==> config.mk <==
export PLATFORM = sky130hd
export DESIGN_NAME = inst_fetch_ctrl_flat
export DESIGN_NICKNAME = d
export VERILOG_FILES = /design/src/rtl/inst_fetch_ctrl_if.sv /design/src/rtl/inst_fetch_ctrl.sv /design/src/flat_wrapper.sv
export SDC_FILE = /design/constraint.sdc
export NUM_CORES = 1
export LEC_CHECK = 0
export BUFFER_PORTS_ARGS = -buffer_cell sky130_fd_sc_hd__buf_4
export CELL_PAD_IN_SITES_DETAIL_PLACEMENT = 0
export CELL_PAD_IN_SITES_GLOBAL_PLACEMENT = 1
export CORE_UTILIZATION = 37
export DETAILED_ROUTE_END_ITERATION = 8
export HOLD_SLACK_MARGIN = 0.12
export PLACE_DENSITY = 0.94
export SLEW_MARGIN = 20
export SYNTH_ARGS = -nofsm -noshare
export SYNTH_HDL_FRONTEND = slang
export SYNTH_SLANG_ARGS = --single-unit
==> constraint.sdc <==
create_clock -name clk_in -period 4.2 [get_ports clk_in]
set_input_delay 0.21 -clock clk_in [delete_from_list [all_inputs] [get_ports clk_in]]
set_output_delay 0.21 -clock clk_in [all_outputs]
set_load 0.01 [all_outputs]
==> src/rtl/inst_fetch_ctrl_if.sv <==
// rtl/inst_fetch_ctrl_if.sv - fetch-side bus bundle: PC unit, icache lookup/refill, memory read port, decoder output
interface inst_fetch_ctrl_if #(
    parameter int ADDR_WIDTH = 32,
    parameter int INST_WIDTH = 32
);
    logic                  pc_valid;
    logic [ADDR_WIDTH-1:0] pc;
    logic                  pc_ack;
    logic                  flush;
    logic [ADDR_WIDTH-1:0] cache_addr;
    logic                  cache_hit;
    logic [INST_WIDTH-1:0] cache_data;
    logic                  cache_update;
    logic [ADDR_WIDTH-1:0] cache_update_addr;
    logic [INST_WIDTH-1:0] cache_update_data;
    logic                  mem_req;
    logic [ADDR_WIDTH-1:0] mem_addr;
    logic                  mem_done;
    logic [INST_WIDTH-1:0] mem_data;
    logic                  inst_valid;
    logic [INST_WIDTH-1:0] inst;
    logic [ADDR_WIDTH-1:0] inst_pc;
    logic                  inst_ready;

    modport master (
        input  pc_valid, pc, flush, cache_hit, cache_data, mem_done, mem_data, inst_ready,
        output pc_ack, cache_addr, cache_update, cache_update_addr, cache_update_data,
        output mem_req, mem_addr, inst_valid, inst, inst_pc
    );

    modport slave (
        output pc_valid, pc, flush, cache_hit, cache_data, mem_done, mem_data, inst_ready,
        input  pc_ack, cache_addr, cache_update, cache_update_addr, cache_update_data,
        input  mem_req, mem_addr, inst_valid, inst, inst_pc
    );
endinterface

==> src/rtl/inst_fetch_ctrl.sv <==
// rtl/inst_fetch_ctrl.sv - direct-mapped icache fetch sequencer with miss refill and flush drain
// Optional hit/miss statistics counters when ICACHE_STAT_EN is defined.
module inst_fetch_ctrl #(
    parameter int ADDR_WIDTH = 32,
    parameter int INST_WIDTH = 32
) (
    input  logic               clk_in,
    input  logic               rst_in,
    input  logic               rdy_in,
    inst_fetch_ctrl_if.master  bus
`ifdef ICACHE_STAT_EN
    ,
    output logic [31:0]        stat_hit_cnt,
    output logic [31:0]        stat_miss_cnt
`endif
);

    typedef enum logic [1:0] {
        IDLE  = 2'd0,
        MISS  = 2'd1,
        DRAIN = 2'd2
    } state_t;

    state_t state;
    logic   slot_free;
    logic   accept;

    assign slot_free = !bus.inst_valid || bus.inst_ready;
    assign accept    = (state == IDLE) && bus.pc_valid && slot_free && !bus.flush;

    // While a refill is outstanding the cache must keep looking at the miss address.
    assign bus.cache_addr = (state == IDLE) ? bus.pc : bus.mem_addr;

    always_ff @(posedge clk_in) begin
        if (rst_in) begin
            state                 <= IDLE;
            bus.pc_ack            <= 1'b0;
            bus.mem_req           <= 1'b0;
            bus.cache_update      <= 1'b0;
            bus.inst_valid        <= 1'b0;
            bus.inst              <= {INST_WIDTH{1'b0}};
            bus.inst_pc           <= {ADDR_WIDTH{1'b0}};
            bus.mem_addr          <= {ADDR_WIDTH{1'b0}};
            bus.cache_update_addr <= {ADDR_WIDTH{1'b0}};
            bus.cache_update_data <= {INST_WIDTH{1'b0}};
        end else if (rdy_in) begin
            bus.pc_ack       <= 1'b0;
            bus.cache_update <= 1'b0;
            if (bus.flush || bus.inst_ready) begin
                bus.inst_valid <= 1'b0;
            end

            case (state)
                IDLE: begin
                    if (accept) begin
                        bus.pc_ack <= 1'b1;
                        if (bus.cache_hit) begin
                            bus.inst_valid <= 1'b1;
                            bus.inst       <= bus.cache_data;
                            bus.inst_pc    <= bus.pc;
                        end else begin
                            bus.mem_addr <= bus.pc;
                            bus.mem_req  <= 1'b1;
                            state        <= MISS;
                        end
                    end
                end
                MISS: begin
                    if (bus.mem_done) begin
                        bus.mem_req           <= 1'b0;
                        bus.cache_update      <= 1'b1;
                        bus.cache_update_addr <= bus.mem_addr;
                        bus.cache_update_data <= bus.mem_data;
                        // A flush landing with the refill still fills the cache but drops the inst.
                        if (!bus.flush) begin
                            bus.inst_valid <= 1'b1;
                            bus.inst       <= bus.mem_data;
                            bus.inst_pc    <= bus.mem_addr;
                        end
                        state <= IDLE;
                    end else if (bus.flush) begin
                        state <= DRAIN;
                    end
                end
                DRAIN: begin
                    if (bus.mem_done) begin
                        bus.mem_req           <= 1'b0;
                        bus.cache_update      <= 1'b1;
                        bus.cache_update_addr <= bus.mem_addr;
                        bus.cache_update_data <= bus.mem_data;
                        state                 <= IDLE;
                    end
                end
                default: state <= IDLE;
            endcase
        end
    end

`ifdef ICACHE_STAT_EN
    always_ff @(posedge clk_in) begin
        if (rst_in) begin
            stat_hit_cnt  <= 32'd0;
            stat_miss_cnt <= 32'd0;
        end else if (rdy_in) begin
            if (accept && bus.cache_hit) begin
                stat_hit_cnt <= stat_hit_cnt + 32'd1;
            end
            if (accept && !bus.cache_hit) begin
                stat_miss_cnt <= stat_miss_cnt + 32'd1;
            end
        end
    end
`endif

endmodule

==> src/flat_wrapper.sv <==
// flat-port wrapper written by rule: the top's interface ports become plain ports
module inst_fetch_ctrl_flat 
#(
    parameter int ADDR_WIDTH = 32,
    parameter int INST_WIDTH = 32
)
  (clk_in, rst_in, rdy_in, bus_pc_valid, bus_pc, bus_flush, bus_cache_hit, bus_cache_data, bus_mem_done, bus_mem_data, bus_inst_ready, bus_pc_ack, bus_cache_addr, bus_cache_update, bus_cache_update_addr, bus_cache_update_data, bus_mem_req, bus_mem_addr, bus_inst_valid, bus_inst, bus_inst_pc);
  inst_fetch_ctrl_if #(.ADDR_WIDTH(ADDR_WIDTH), .INST_WIDTH(INST_WIDTH)) bus_i ();
  input  logic clk_in;
  input  logic rst_in;
  input  logic rdy_in;
  input wire logic [$bits(bus_i.pc_valid)-1:0] bus_pc_valid;
  input wire logic [$bits(bus_i.pc)-1:0] bus_pc;
  input wire logic [$bits(bus_i.flush)-1:0] bus_flush;
  input wire logic [$bits(bus_i.cache_hit)-1:0] bus_cache_hit;
  input wire logic [$bits(bus_i.cache_data)-1:0] bus_cache_data;
  input wire logic [$bits(bus_i.mem_done)-1:0] bus_mem_done;
  input wire logic [$bits(bus_i.mem_data)-1:0] bus_mem_data;
  input wire logic [$bits(bus_i.inst_ready)-1:0] bus_inst_ready;
  output wire logic [$bits(bus_i.pc_ack)-1:0] bus_pc_ack;
  output wire logic [$bits(bus_i.cache_addr)-1:0] bus_cache_addr;
  output wire logic [$bits(bus_i.cache_update)-1:0] bus_cache_update;
  output wire logic [$bits(bus_i.cache_update_addr)-1:0] bus_cache_update_addr;
  output wire logic [$bits(bus_i.cache_update_data)-1:0] bus_cache_update_data;
  output wire logic [$bits(bus_i.mem_req)-1:0] bus_mem_req;
  output wire logic [$bits(bus_i.mem_addr)-1:0] bus_mem_addr;
  output wire logic [$bits(bus_i.inst_valid)-1:0] bus_inst_valid;
  output wire logic [$bits(bus_i.inst)-1:0] bus_inst;
  output wire logic [$bits(bus_i.inst_pc)-1:0] bus_inst_pc;
  assign bus_i.pc_valid = bus_pc_valid;
  assign bus_i.pc = bus_pc;
  assign bus_i.flush = bus_flush;
  assign bus_i.cache_hit = bus_cache_hit;
  assign bus_i.cache_data = bus_cache_data;
  assign bus_i.mem_done = bus_mem_done;
  assign bus_i.mem_data = bus_mem_data;
  assign bus_i.inst_ready = bus_inst_ready;
  assign bus_pc_ack = bus_i.pc_ack;
  assign bus_cache_addr = bus_i.cache_addr;
  assign bus_cache_update = bus_i.cache_update;
  assign bus_cache_update_addr = bus_i.cache_update_addr;
  assign bus_cache_update_data = bus_i.cache_update_data;
  assign bus_mem_req = bus_i.mem_req;
  assign bus_mem_addr = bus_i.mem_addr;
  assign bus_inst_valid = bus_i.inst_valid;
  assign bus_inst = bus_i.inst;
  assign bus_inst_pc = bus_i.inst_pc;
  inst_fetch_ctrl #(.ADDR_WIDTH(ADDR_WIDTH), .INST_WIDTH(INST_WIDTH)) u_core (.clk_in(clk_in), .rst_in(rst_in), .rdy_in(rdy_in), .bus(bus_i));
endmodule
=== Word-level counts from Yosys, hierarchy flattened ===
Index checks and enable logic that the tools add are counted.

* Register bits after elaboration: 166
* Bits of input ports: 104
* Output and inout bits: 196
* Logic and storage cells: 68

* Equal/unequal tests: 10
* Multiplexer cells: 31
* Bitwise gates (word level): 1
* Reduce and logical (&&, ||, !) cells: 16

{| class="wikitable"
|+ Operators by type and width
! kind !! number
|-
| $mux W32 || 9
|-
| $pmux W32 S2 || 2
|-
| $mux W1 || 12
|-
| $mux W2 || 5
|-
| $ne A2 B2 Y1 const B || 5
|-
| $reduce_and A5 Y1 || 2
|-
| $pmux W2 S3 || 1
|-
| $reduce_and A6 Y1 || 1
|-
| $ne A2 B1 Y1 const B || 2
|-
| $pmux W1 S2 || 2
|-
| $reduce_and A4 Y1 || 1
|-
| $reduce_bool A2 Y1 || 2
|-
| $logic_and A1 B1 Y1 || 3
|-
| $ne A3 B3 Y1 const B || 1
|-
| $reduce_and A3 Y1 || 1
|-
| $eq A2 B1 Y1 const B || 1
|-
| $eq A2 B2 Y1 const B || 1
|-
| $logic_not A1 Y1 || 2
|-
| $logic_not A2 Y1 || 1
|-
| $logic_or A1 B1 Y1 || 2
|-
| $reduce_or A2 Y1 || 1
|-
| $not A1 Y1 || 1
|}

=== Depth between registers and ports, before layout ===
Gate-level depths: netlist (run 1).

* Word-level depth: 6
* Depth in mapped cells: 9

=== Worst setup path before layout (run 1) ===
No wires, ideal clock.

* Kind: reg-to-reg
* From: reg u_core.state[0]
* To: reg u_core.bus.mem_addr[10]
* Setup time: 0.128 ns
* Arrival time: 1.621 ns
* Data required time: 4.072 ns
* Slack: 2.451 ns
* Stages on the path, launching flop included: 9
* Path buffers: 2
* Period minus slack after synthesis: 1.749 ns
* Path through: dfxtp_1 > inv_1 > ha_1 > buf_6 > nand2_2 > nor4_4 > buf_6 > mux2i_1 > nor2_1

* Longest elaborated chain between the ends: 5

{| class="wikitable"
|+ Ends and longest elaborated chain
! item !! line !! RTL
|-
| start: declaration || inst_fetch_ctrl.sv:24 || <nowiki>state_t state;</nowiki>
|-
| start signal: assignment || inst_fetch_ctrl.sv:36 || <nowiki>state <= IDLE;</nowiki>
|-
| start signal: assignment || inst_fetch_ctrl.sv:64 || <nowiki>state <= MISS;</nowiki>
|-
| start signal: assignment || inst_fetch_ctrl.sv:80 || <nowiki>state <= IDLE;</nowiki>
|-
| $logic_not A2 Y1 (*) || inst_fetch_ctrl.sv:29, inst_fetch_ctrl.sv:53 ||
|-
| $logic_and A1 B1 Y1 (3 in a row) || inst_fetch_ctrl.sv:29 || <nowiki>assign accept = (state == IDLE) && bus.pc_valid && slot_free && !bus.flush;</nowiki>
|-
| $reduce_and A4 Y1 (no source line) (*) || n/a ||
|-
| end signal: assignment || inst_fetch_ctrl.sv:43 || <nowiki>bus.mem_addr <= {ADDR_WIDTH{1'b0}};</nowiki>
|-
| end signal: assignment || inst_fetch_ctrl.sv:62 || <nowiki>bus.mem_addr <= bus.pc;</nowiki>
|-
| end: declaration || inst_fetch_ctrl_if.sv:28 || <nowiki>output mem_req, mem_addr, inst_valid, inst, inst_pc</nowiki>
|}

Every way passes the cells marked *; elsewhere a longest branch is shown, timed or not.
A chain may end at the register's enable or synchronous reset.

=== Final worst setup path (run 1) ===
* From: reg u_core.state[1]
* To: reg u_core.bus.inst[11]

* Longest elaborated chain between the ends: 6
* Elaborated cells between the ends (all ways): 12
* Those cells by class: 5 x eq/ne; 1 x mux; 6 x reduce/logical

{| class="wikitable"
|+ Ends and longest elaborated chain
! item !! line !! RTL
|-
| $logic_not A2 Y1 || inst_fetch_ctrl.sv:29, inst_fetch_ctrl.sv:53 ||
|-
| $logic_and A1 B1 Y1 (3 in a row) || inst_fetch_ctrl.sv:29 ||
|-
| $ne A2 B1 Y1 (no source line) || n/a ||
|-
| $reduce_and A6 Y1 (no source line) || n/a ||
|-
| end signal: assignment || inst_fetch_ctrl.sv:41 || <nowiki>bus.inst <= {INST_WIDTH{1'b0}};</nowiki>
|-
| end signal: assignment || inst_fetch_ctrl.sv:59 || <nowiki>bus.inst <= bus.cache_data;</nowiki>
|-
| end signal: assignment || inst_fetch_ctrl.sv:77 || <nowiki>bus.inst <= bus.mem_data;</nowiki>
|-
| end: declaration || inst_fetch_ctrl_if.sv:28 ||
|}

Parallel ways exist; a longest one is shown, timed or not.

==> flow_metrics.py, run 1 <==
metrics = {
    "outcome": {
        "status": "completed",
    },
    "critical_path": {
        "reg2reg_to": "u_core.bus.inst[11]",
        "critPathMostFrequentCell": "inv_1",
        "crit_type": "flip-flop to flip-flop",
        "slowest_delay_ns": 0.77,
        "reg2reg_from": "u_core.state[1]",
        "reg2reg_depth": 7,
        "worstSetupEndpointType": "flip-flop",
        "critPathTopFamily": "simple AND/OR/NAND/NOR gates",
        "cp_max_fo": 40,
        "cp_data_required_time_ns": 4.46,
        "worstSetupStartpointType": "flip-flop",
        "path_cells": "inv_1 > ha_4 > inv_1 > o32ai_4 > and2_2 > buf_4 > a211oi_1",
        "critPathSlowestCell": "and2_2",
        "critPathBufInv": 3,
        "reg2reg_slack_ns": 1.49,
        "arrival_ns": 2.97,
    },
    "timing": {
        "hold_viol_final": 0,
        "drv_slew": 0,
        "rsz0062_at_grt": "false",
        "relSlewSlack_pct": 38.23,
        "finalCriticalPeriod_ns": 2.714,
        "period_share_pct": 64.62,
        "max_freq_mhz": 368.4,
        "clock_skew_ns": 0.008619,
        "finalSetupViolations": 0,
        "fin_tns_setup_ns": 0,
        "worst_pin_slew_ns": 0.9265,
    },
    "finish": {
        "syn_to_final_growth_pct": 50.80,
        "n_antenna_cell": 0,
        "layout-drive-gt1-share_pct": 34.98,
        "stdcell_area_um2": 10540,
        "regArea_um2": 3323,
        "mostFrequentLayoutCells": "307 x buf_4, 166 x dfxtp_1, 134 x a21oi_1, 129 x nand2_1, 96 x mux2i_1",
        "final_common_cell": "buf_4",
        "fill_cells": 1583,
        "fin_nets": 1187,
        "multi_input_area_um2": 3353,
    },
    "global_route": {
        "grt_pass1_wl_um": 34180,
        "grt.overflow.total": 0,
        "grt_antenna_before_repair": 0,
        "track_usage_pct": 22.06,
        "grt_max_degree": 85,
        "grt_pass1_vias": 6494,
    },
    "yosys": {
        "synth_cell_types": 31,
        "synth_seq_cells": 166,
        "synth_edf_count": 0,
        "synth_top_flop_cell": "dfxtp_1",
        "syn-cell-area_um2": 6990,
        "synth.avg_cell_area_um2": 9.247,
        "postSynthCellCount": 756,
        "async_reset_ff_share_pct": 0,
        "ys_seq_area_share_pct": 47.54,
        "ys.warnings.count": 0,
        "synth_nets": 863,
    },
    "route": {
        "drt_iter0_markers": 306,
        "via_count": 6745,
        "drt-total-wl_um": 22030,
        "vias_per_cell": 5.106,
        "wl_per_cell_um": 16.68,
        "antenna_left": 0,
        "drtPass1Iterations": 4,
        "route.detailed.drc": 0,
    },
    "placed_design": {
        "post_dp_cell_area_um2": 9314,
        "dpl.hpwl_um": 14010,
        "place.gp.congestion": 0.8024,
        "place.port_buffers": 299,
    },
    "power": {
        "total_power_mw": 3.758,
        "irDropWorstVdd_mv": 0.2594,
        "p_leak_nw": 4.177,
        "power_density_nw_per_um2": 356.5,
    },
    "flow_run": {
        "max-cap-violations": 0,
    },
    "floorplanning": {
        "row_count": 49,
        "start_util_pct": 38.39,
        "ios": 300,
        "placeableCoreArea_um2": 18210,
        "die_y_um": 139.5,
        "die_area_um2": 19450,
        "dieWidth_um": 139.5,
    },
    "clock_network": {
        "post_cts_buffers": 0,
        "clk_path_buf_depth": 2,
        "htree_levels": 4,
        "clock_latency_ns": 0.42,
        "clk_root_buffer_cell": "clkbuf_16",
        "clkSlewWorstSetupHoldPaths_ns": 0.07,
        "cts_sinks": 166,
        "tritoncts": "done",
        "numCtsBuffers": 17,
    },
    "min_path": {
        "holdPathStages": 3,
        "min_to": "u_core.bus.inst[31]",
        "hold_start": "bus_cache_data[31]",
        "min_path_type": "input pin to flip-flop",
    },
}
-- routing by layer --
metal / global-route usage [%] / up-vias / share of wire [%]
li1: - / 3301 / -
met3: 6.056 / 31 / 7.6
met1: 26.38 / 3161 / 42
met2: 37.71 / 252 / 48
met5: 0 / - / 0
met4: 8.012 / 0 / 1.9
-- stage by stage --
stage / hold slack (ns) / worst slack [ns] / instances / utilization, %
6_report: 0.1391 / 1.486 / 1321 / 57.89
2_1_floorplan: 0.3101 / 2.451 / 756 / -
3_3_place_gp: 0.4427 / 1.556 / 1225 / 51.15
4_1_cts: 0.1201 / 1.486 / 1321 / 57.89
5_1_grt: 0.1324 / 1.272 / 1321 / 57.89
3_5_place_dp: 0.4471 / 1.474 / 1225 / 51.15
-- how the worst max path moves through the flow --
stage / cells past startpoint / slack (ns) / startpoint / to
final: 7 / 1.49 / u_core.state[1] / u_core.bus.inst[11]
after floorplan: 8 / 2.45 / u_core.state[0] / u_core.bus.mem_addr[10]
after detailed placement: 7 / 1.47 / u_core.state[1] / u_core.bus.inst[11]
after global placement: 7 / 1.56 / u_core.state[1] / u_core.bus.inst[7]
after global routing: 7 / 1.27 / u_core.state[1] / u_core.bus.inst[11]
after CTS: 7 / 1.49 / u_core.state[1] / u_core.bus.inst[11]
-- layout make-up --
cell class / count / area share [%]
clock buffer: 22 / 4.593
multi-input combinational: 515 / 31.81
clock inverter: 9 / 0.8783
timing repair buffer: 373 / 28.23
tap: 229 / 2.718
sequential: 166 / 31.53
inverter: 7 / 0.2493
-- power breakdown --
group          switching [mW]  internal (mW)
sequential             0.0287           1.62
clock                   0.649          0.883
combinational           0.284          0.298
total                   0.961           2.80
-- sequential cells by signal, indices dropped and copies added (netlist names) --
name / flops
u_core.bus.cache_update_addr: 32
u_core.bus.cache_update_data: 32
u_core.bus.inst: 32
u_core.bus.inst_pc: 32
u_core.bus.mem_addr: 32
u_core.state: 2
u_core.bus.cache_update: 1
u_core.bus.inst_valid: 1
u_core.bus.mem_req: 1
u_core.bus.pc_ack: 1
-- cells in the mapped netlist (2+ instances only) --
cell	number	area share (%)
nand3_1	2	0.14
inv_1	6	0.32
dfxtp_1	166	48
buf_6	4	0.64
nand2_1	129	6.9
nand2b_1	4	0.36
ha_1	3	0.54
mux2_2	32	5.2
nor2_1	35	1.9
buf_4	2	0.21
a211oi_1	64	6.9
mux2i_1	96	14
buf_2	32	2.3
a21oi_1	135	9.7
clkbuf_1	30	1.6
-- repair_timing --
item | in CTS | in global routing
hold endpoints to repair | 65 | 0
hold buffers | 65 | 0
setup endpoints to repair | 0 | 0
gates resized for setup | 0 | 0
-- worst min-delay path, cell delays in order --
cell and delay (ns):
buf_4 0.11, mux2i_1 0.11, a211oi_1 0.08
-- cell families after synthesis --
logic type,Yosys count,share of synthesized area (%)
DFF,166,47.54
buffers and inverters,75,5.137
AOI/OAI and AO/OA,206,17.59
muxes,128,18.90
and+or+nand+nor,178,10.29
adders and majority gates,3,0.5370
Note: power is estimated with default switching activity, not from simulation.
==> run 2: changes to the inputs <==
--- a/config.mk
+++ b/config.mk
@@ -5,13 +5,14 @@
 export SDC_FILE = /design/constraint.sdc
 export NUM_CORES = 1
 export LEC_CHECK = 0
+export ABC_AREA = 1
 export BUFFER_PORTS_ARGS = -buffer_cell sky130_fd_sc_hd__buf_4
 export CELL_PAD_IN_SITES_DETAIL_PLACEMENT = 0
 export CELL_PAD_IN_SITES_GLOBAL_PLACEMENT = 1
-export CORE_UTILIZATION = 37
+export CORE_UTILIZATION = 30
 export DETAILED_ROUTE_END_ITERATION = 8
 export HOLD_SLACK_MARGIN = 0.12
-export PLACE_DENSITY = 0.94
+export PLACE_DENSITY = 0.85
 export SLEW_MARGIN = 20
 export SYNTH_ARGS = -nofsm -noshare
 export SYNTH_HDL_FRONTEND = slang
==> constraint.sdc (replaced) <==
create_clock -name clk_in -period 2.3 [get_ports clk_in]
set_input_delay 0.115 -clock clk_in [delete_from_list [all_inputs] [get_ports clk_in]]
set_output_delay 0.115 -clock clk_in [all_outputs]
set_load 0.01 [all_outputs]
==> flow_metrics.py, run 2 <==
metrics = {
    "timing": {
        "finalSetupViolations": 0,
        "max_freq_mhz": 495.0,
        "rsz0062_at_grt": "false",
        "hold_slack_ns": 0.1426,
        "hold_viol_final": 0,
        "layout_setup_ws_ns": 0.2797,
        "fin_tns_setup_ns": 0,
        "worst_pin_slew_ns": 0.6313,
        "clock_skew_ns": 0.01234,
        "period_share_pct": 87.84,
        "drv_slew": 0,
        "relSlewSlack_pct": 57.85,
        "finalCriticalPeriod_ns": 2.020,
    },
    "finish": {
        "final_common_cell": "buf_4",
        "mostFrequentLayoutCells": "319 x buf_4, 183 x nand2_1, 166 x dfxtp_1, 135 x nor2_1, 133 x a21oi_1",
        "syn_to_final_growth_pct": 56.51,
        "final_util_pct": 47.92,
        "stdcell_area_um2": 11650,
        "layout-drive-gt1-share_pct": 26.27,
        "fin_nets": 1491,
        "n_antenna_cell": 0,
        "layoutNonFillerInstCount": 1721,
    },
    "critical_path": {
        "reg2reg_depth": 6,
        "worstSetupStartpointType": "flip-flop",
        "reg2reg_slack_ns": 0.33,
        "slowest_delay_ns": 0.37,
        "critPathTopFamily": "buffers and inverters",
        "cp_max_fo": 33,
        "cp_data_required_time_ns": 2.18,
        "critPathSlowestCell": "dfxtp_1",
        "arrival_ns": 1.91,
        "critPathBufInv": 4,
        "reg2reg_from": "u_core.state[0]",
        "reg2reg_to": "u_core.bus.cache_update",
        "path_cells": "inv_1 > ha_2 > inv_2 > buf_4 > nand2_1 > nand2_1 > buf_4",
        "worstSetupEndpointType": "output port",
        "crit_type": "flip-flop to output port",
    },
    "floorplanning": {
        "row_count": 57,
        "placeableCoreArea_um2": 24320,
        "dieWidth_um": 159.5,
        "die_area_um2": 25450,
        "ios": 300,
        "die_y_um": 159.5,
        "start_util_pct": 30.62,
    },
    "yosys": {
        "synth_commonest_cells": "183 x nand2_1, 166 x dfxtp_1, 136 x nor2_1, 133 x a21oi_1, 99 x o21ai_0",
        "synth.avg_cell_area_um2": 7.307,
        "ys_seq_area_share_pct": 44.63,
        "synth_nets": 1126,
        "postSynthCellCount": 1019,
        "synth_cell_types": 21,
        "synth_top_flop_cell": "dfxtp_1",
        "synth_top_area_cell": "dfxtp_1",
        "synth_seq_cells": 166,
        "synth_top_area_share_pct": 44.63,
        "syn-cell-area_um2": 7446,
        "yosysMostFrequentCell": "nand2_1",
        "async_reset_ff_share_pct": 0,
        "synthTopCellsByArea": "dfxtp_1 45%, nand2_1 9.2%, a21oi_1 8.9%",
        "ys.warnings.count": 0,
        "synth_edf_count": 0,
    },
    "power": {
        "internal_power_mw": 6.330,
        "p_seq_share_pct": 35.8,
        "power_frac_comb_pct": 32.2,
        "netSwitchingPower_mw": 3.116,
        "clock_power_share_pct": 32.0,
        "total_power_mw": 9.447,
        "power_density_nw_per_um2": 810.6,
        "irDropWorstVdd_mv": 0.4054,
        "p_leak_nw": 5.131,
        "switching_share_pct": 32.99,
    },
    "clock_network": {
        "cts_sinks": 166,
        "clock_latency_ns": 0.42,
        "numCtsBuffers": 17,
        "tritoncts": "done",
        "htree_levels": 4,
        "clk_root_buffer_cell": "clkbuf_16",
        "clkSlewWorstSetupHoldPaths_ns": 0.06,
        "clk_path_buf_depth": 2,
    },
    "route": {
        "drtPass1Iterations": 5,
        "antenna_left": 0,
        "dr_wl_met2_um": 12360,
        "drt_iter0_markers": 438,
        "vias_per_cell": 4.665,
        "top_layer_used": "met4",
        "via_count": 8029,
        "wl_met3_um": 1633,
        "drt-total-wl_um": 25650,
        "wl_met1_um": 11020,
        "route.detailed.drc": 0,
        "wl_per_cell_um": 14.90,
    },
    "placed_design": {
        "dpl.hpwl_um": 17000,
        "place_ws_ns": 0.3681,
        "place.gp.congestion": 0.8364,
        "dp_cells": 1585,
        "place.port_buffers": 299,
        "post_dp_cell_area_um2": 9988,
    },
    "global_route": {
        "grt.overflow.total": 0,
        "grt_pass1_wl_um": 40720,
        "grt_max_degree": 83,
        "track_usage_pct": 19.97,
        "grt_pass1_vias": 7629,
        "grt_antenna_before_repair": 0,
    },
    "min_path": {
        "holdPathStages": 6,
        "min_path_type": "input pin to flip-flop",
        "min_to": "u_core.bus.inst_valid",
        "hold_start": "bus_inst_ready",
    },
    "outcome": {
        "status": "completed",
    },
    "flow_run": {
        "max-cap-violations": 0,
    },
}
-- run 2: cell types whose count changed after synthesis, sizes merged, moves of 32 or more --
cell | before | now
nand2 | 130 | 184
mux2i | 96 | 64
a211oi | 64 | 0
inv | 7 | 79
nand3 | 2 | 70
mux2 | 32 | 0
o21ai | 1 | 100
nor2 | 35 | 136
-- run 2: layout make-up --
cell class                 instances  area [um2]
fill                            2315       12670
timing repair buffer             427        3543
multi-input combinational        692        3457
sequential                       166        3323
clock buffer                      19       452.9
tap                              324       405.4
inverter                          80       302.8
clock inverter                    13       168.9
-- run 2: worst max path at each step --
| stage | from | end | cells past startpoint |
|---|---|---|---|
| final | u_core.state[0] | bus_cache_addr[29] | 7 |
| after global routing | u_core.state[0] | bus_cache_addr[4] | 7 |
| after CTS | u_core.state[0] | u_core.bus.cache_update | 6 |
| after detailed placement | u_core.state[0] | u_core.bus.mem_addr[17] | 10 |
| after global placement | u_core.state[1] | u_core.bus.inst[31] | 10 |
| after floorplan | u_core.state[1] | u_core.bus.inst_pc[11] | 8 |
-- run 2: layer usage --
metal | up-vias | track usage (%)
met4 | 0 | 7.080
met1 | 3667 | 23.87
met3 | 36 | 5.027
li1 | 4037 | -
met5 | - | 0
met2 | 289 | 34.52
-- run 2: cells by family after synthesis --
group | Yosys count | synth area share [%]
AND/OR/NAND/NOR | 391 | 21.02
AO/OA/AOI/OAI | 234 | 15.76
flip-flops | 166 | 44.63
buffers and inverters | 161 | 9.477
multiplexers | 64 | 8.604
adder cells (fa/ha/maj) | 3 | 0.5042
-- run 2: timing repair --
action / in CTS / in global routing
resized for setup: 0 / 1
hold buffers: 102 / 0
setup buffers: 0 / 2
hold endpoints to repair: 133 / 0
setup endpoints to repair: 0 / 1
-- run 2: tightest hold or removal path, stage by stage --
cell and delay, ns:
buf_4 0.09, nor2_1 0.05, nand2_1 0.07, nand2_1 0.05, nand3_1 0.07, a21oi_1 0.05
-- run 2: power groups by stage --
| stage | clock [mW] | combinational [mW] | sequential [mW] |
|---|---|---|---|
| final | 3.02 | 3.05 | 3.38 |
| after global placement | 0 | 2.88 | 3.43 |
| after global routing | 3.23 | 3.34 | 3.42 |
| after floorplan | 0 | 1.53 | 3.55 |
| after detailed placement | 0 | 2.89 | 3.44 |
| after CTS | 3.12 | 3.04 | 3.38 |
==> run 3: changes to the inputs <==
--- a/config.mk
+++ b/config.mk
@@ -13,6 +13,7 @@
 export DETAILED_ROUTE_END_ITERATION = 8
 export HOLD_SLACK_MARGIN = 0.12
 export PLACE_DENSITY = 0.85
+export REMOVE_ABC_BUFFERS = 1
 export SLEW_MARGIN = 20
 export SYNTH_ARGS = -nofsm -noshare
 export SYNTH_HDL_FRONTEND = slang
==> flow_metrics.py, run 3 (same netlist as run 2, synthesis figures left out) <==
metrics = {
    "route": {
        "vias_per_cell": 4.600,
        "drtPass1Iterations": 5,
        "wl_per_cell_um": 14.37,
        "drt_iter0_markers": 467,
        "route.detailed.drc": 0,
        "via_count": 7898,
        "antenna_left": 0,
        "drt-total-wl_um": 24670,
    },
    "power": {
        "irDropWorstVdd_mv": 0.5158,
        "total_power_mw": 9.311,
        "power_density_nw_per_um2": 800.4,
        "p_leak_nw": 5.093,
        "switching_share_pct": 33.57,
        "p_seq_share_pct": 36.2,
        "power_frac_comb_pct": 32.7,
        "netSwitchingPower_mw": 3.126,
        "internal_power_mw": 6.185,
        "clock_power_share_pct": 31.0,
    },
    "critical_path": {
        "critPathTopFamily": "buffers and inverters",
        "path_cells": "inv_1 > ha_4 > buf_12 > mux2i_1 > dlygate4sd3_1 > nand3_1 > nand2_1 > nor2_1",
        "crit_type": "flip-flop to flip-flop",
        "reg2reg_depth": 8,
        "slowest_delay_ns": 0.57,
        "worstSetupStartpointType": "flip-flop",
        "reg2reg_slack_ns": 0.23,
        "critPathSlowestCell": "dlygate4sd3_1",
        "cp_max_fo": 34,
        "cp_data_required_time_ns": 2.61,
        "arrival_ns": 2.37,
        "worstSetupEndpointType": "flip-flop",
        "path_depth": 8,
        "critPathBufInv": 3,
    },
    "timing": {
        "hold_slack_ns": 0.1385,
        "period_share_pct": 89.79,
        "clock_skew_ns": 0.01724,
        "max_freq_mhz": 484.2,
        "worst_pin_slew_ns": 0.5827,
        "drv_slew": 0,
        "finalCriticalPeriod_ns": 2.065,
        "rsz0062_at_grt": "false",
        "hold_viol_final": 0,
        "relSlewSlack_pct": 61.15,
        "finalSetupViolations": 0,
    },
    "flow_run": {
        "max-cap-violations": 0,
    },
    "finish": {
        "n_antenna_cell": 0,
        "layout-drive-gt1-share_pct": 25.84,
        "fin_nets": 1488,
        "final_common_cell": "buf_4",
        "layoutNonFillerInstCount": 1717,
        "mostFrequentLayoutCells": "310 x buf_4, 183 x nand2_1, 166 x dfxtp_1, 135 x nor2_1, 133 x a21oi_1",
        "syn_to_final_growth_pct": 56.23,
    },
    "global_route": {
        "grt.overflow.total": 0,
        "grt_pass1_wl_um": 39100,
        "use_met3_pct": 4.428,
        "grt_max_degree": 77,
        "grt_use_met2_pct": 31.34,
        "use_met1_pct": 23.70,
        "track_usage_pct": 18.97,
        "grt_antenna_before_repair": 0,
        "busiest_layer": "met2",
        "grt_pass1_vias": 7431,
    },
    "clock_network": {
        "clock_latency_ns": 0.42,
        "tritoncts": "done",
        "cts_sinks": 166,
        "clk_path_buf_depth": 2,
        "cts-resized-gates": 0,
        "clk_root_buffer_cell": "clkbuf_16",
        "numCtsBuffers": 17,
        "htree_levels": 4,
        "clkSlewWorstSetupHoldPaths_ns": 0.07,
    },
    "min_path": {
        "holdPathStages": 6,
        "min_path_type": "input pin to flip-flop",
    },
    "floorplanning": {
        "row_count": 57,
        "die_area_um2": 25450,
        "die_y_um": 159.5,
        "dieWidth_um": 159.5,
        "start_util_pct": 30.62,
        "ios": 300,
        "placeableCoreArea_um2": 24320,
    },
    "placed_design": {
        "dpl.hpwl_um": 16060,
        "place.gp.congestion": 0.8527,
        "place.port_buffers": 299,
        "dp_cells": 1581,
    },
    "outcome": {
        "status": "completed",
    },
}
## run 3: final cells by class
| type | instances | area [um2] |
|---|---|---|
| Clock buffer | 18 | 439.2 |
| Clock inverter | 13 | 146.4 |
| Fill cell | 2319 | 12690 |
| Inverter | 80 | 302.8 |
| Multi-Input combinational cell | 692 | 3457 |
| Sequential cell | 166 | 3323 |
| Tap cell | 324 | 405.4 |
| Timing Repair Buffer | 424 | 3558 |
## run 3: power by group through the flow
stage | sequential [mW] | clock [mW] | combinational, mW
after floorplan | 3.55 | 0 | 1.40
after detailed placement | 3.44 | 0 | 2.91
after global routing | 3.42 | 3.11 | 3.33
final | 3.37 | 2.89 | 3.05
after global placement | 3.42 | 0 | 2.89
after CTS | 3.37 | 2.98 | 3.06
## run 3: final timing paths
path | to | start
worst min register to register | u_core.bus.cache_update_addr[29] | u_core.bus.cache_update_addr[29]
worst min-delay path | u_core.bus.inst_valid | bus_inst_ready
worst max register to register | u_core.bus.inst[5] | u_core.state[1]
worst max-delay path | u_core.bus.inst[5] | u_core.state[1]
## run 3: timing repair
item                                    CTS  global route
setup buffers                             0             0
endpoints found under the hold margin   133             0
endpoints found under the setup margin    0             0
hold buffers                            105             0
## run 3: per-layer routing
layer	share of wire [%]	routed length, um
met1	45	11110
met2	46	11350
met5	0	0
met4	2.8	687
met3	6.2	1521
## run 3: worst min-delay path, cell delays in order
cell	delay, ns
buf_4	0.08
nor2_1	0.05
nand2_1	0.07
nand2_1	0.05
nand3_1	0.08
a21oi_1	0.06
## run 3: stage by stage
step / area [um2] / setup TNS (ns) / setup slack (ns) / util, %
after floorplan: 7041 / -400.70 / -4.929 / -
after global placement: 9996 / 0 / 0.5223 / 41.10
after detailed placement: 9996 / 0 / 0.4645 / 41.10
after CTS: 11630 / 0 / 0.1936 / 47.83
after global routing: 11630 / 0 / 0.09593 / 47.83
final: 11630 / 0 / 0.2349 / 47.83
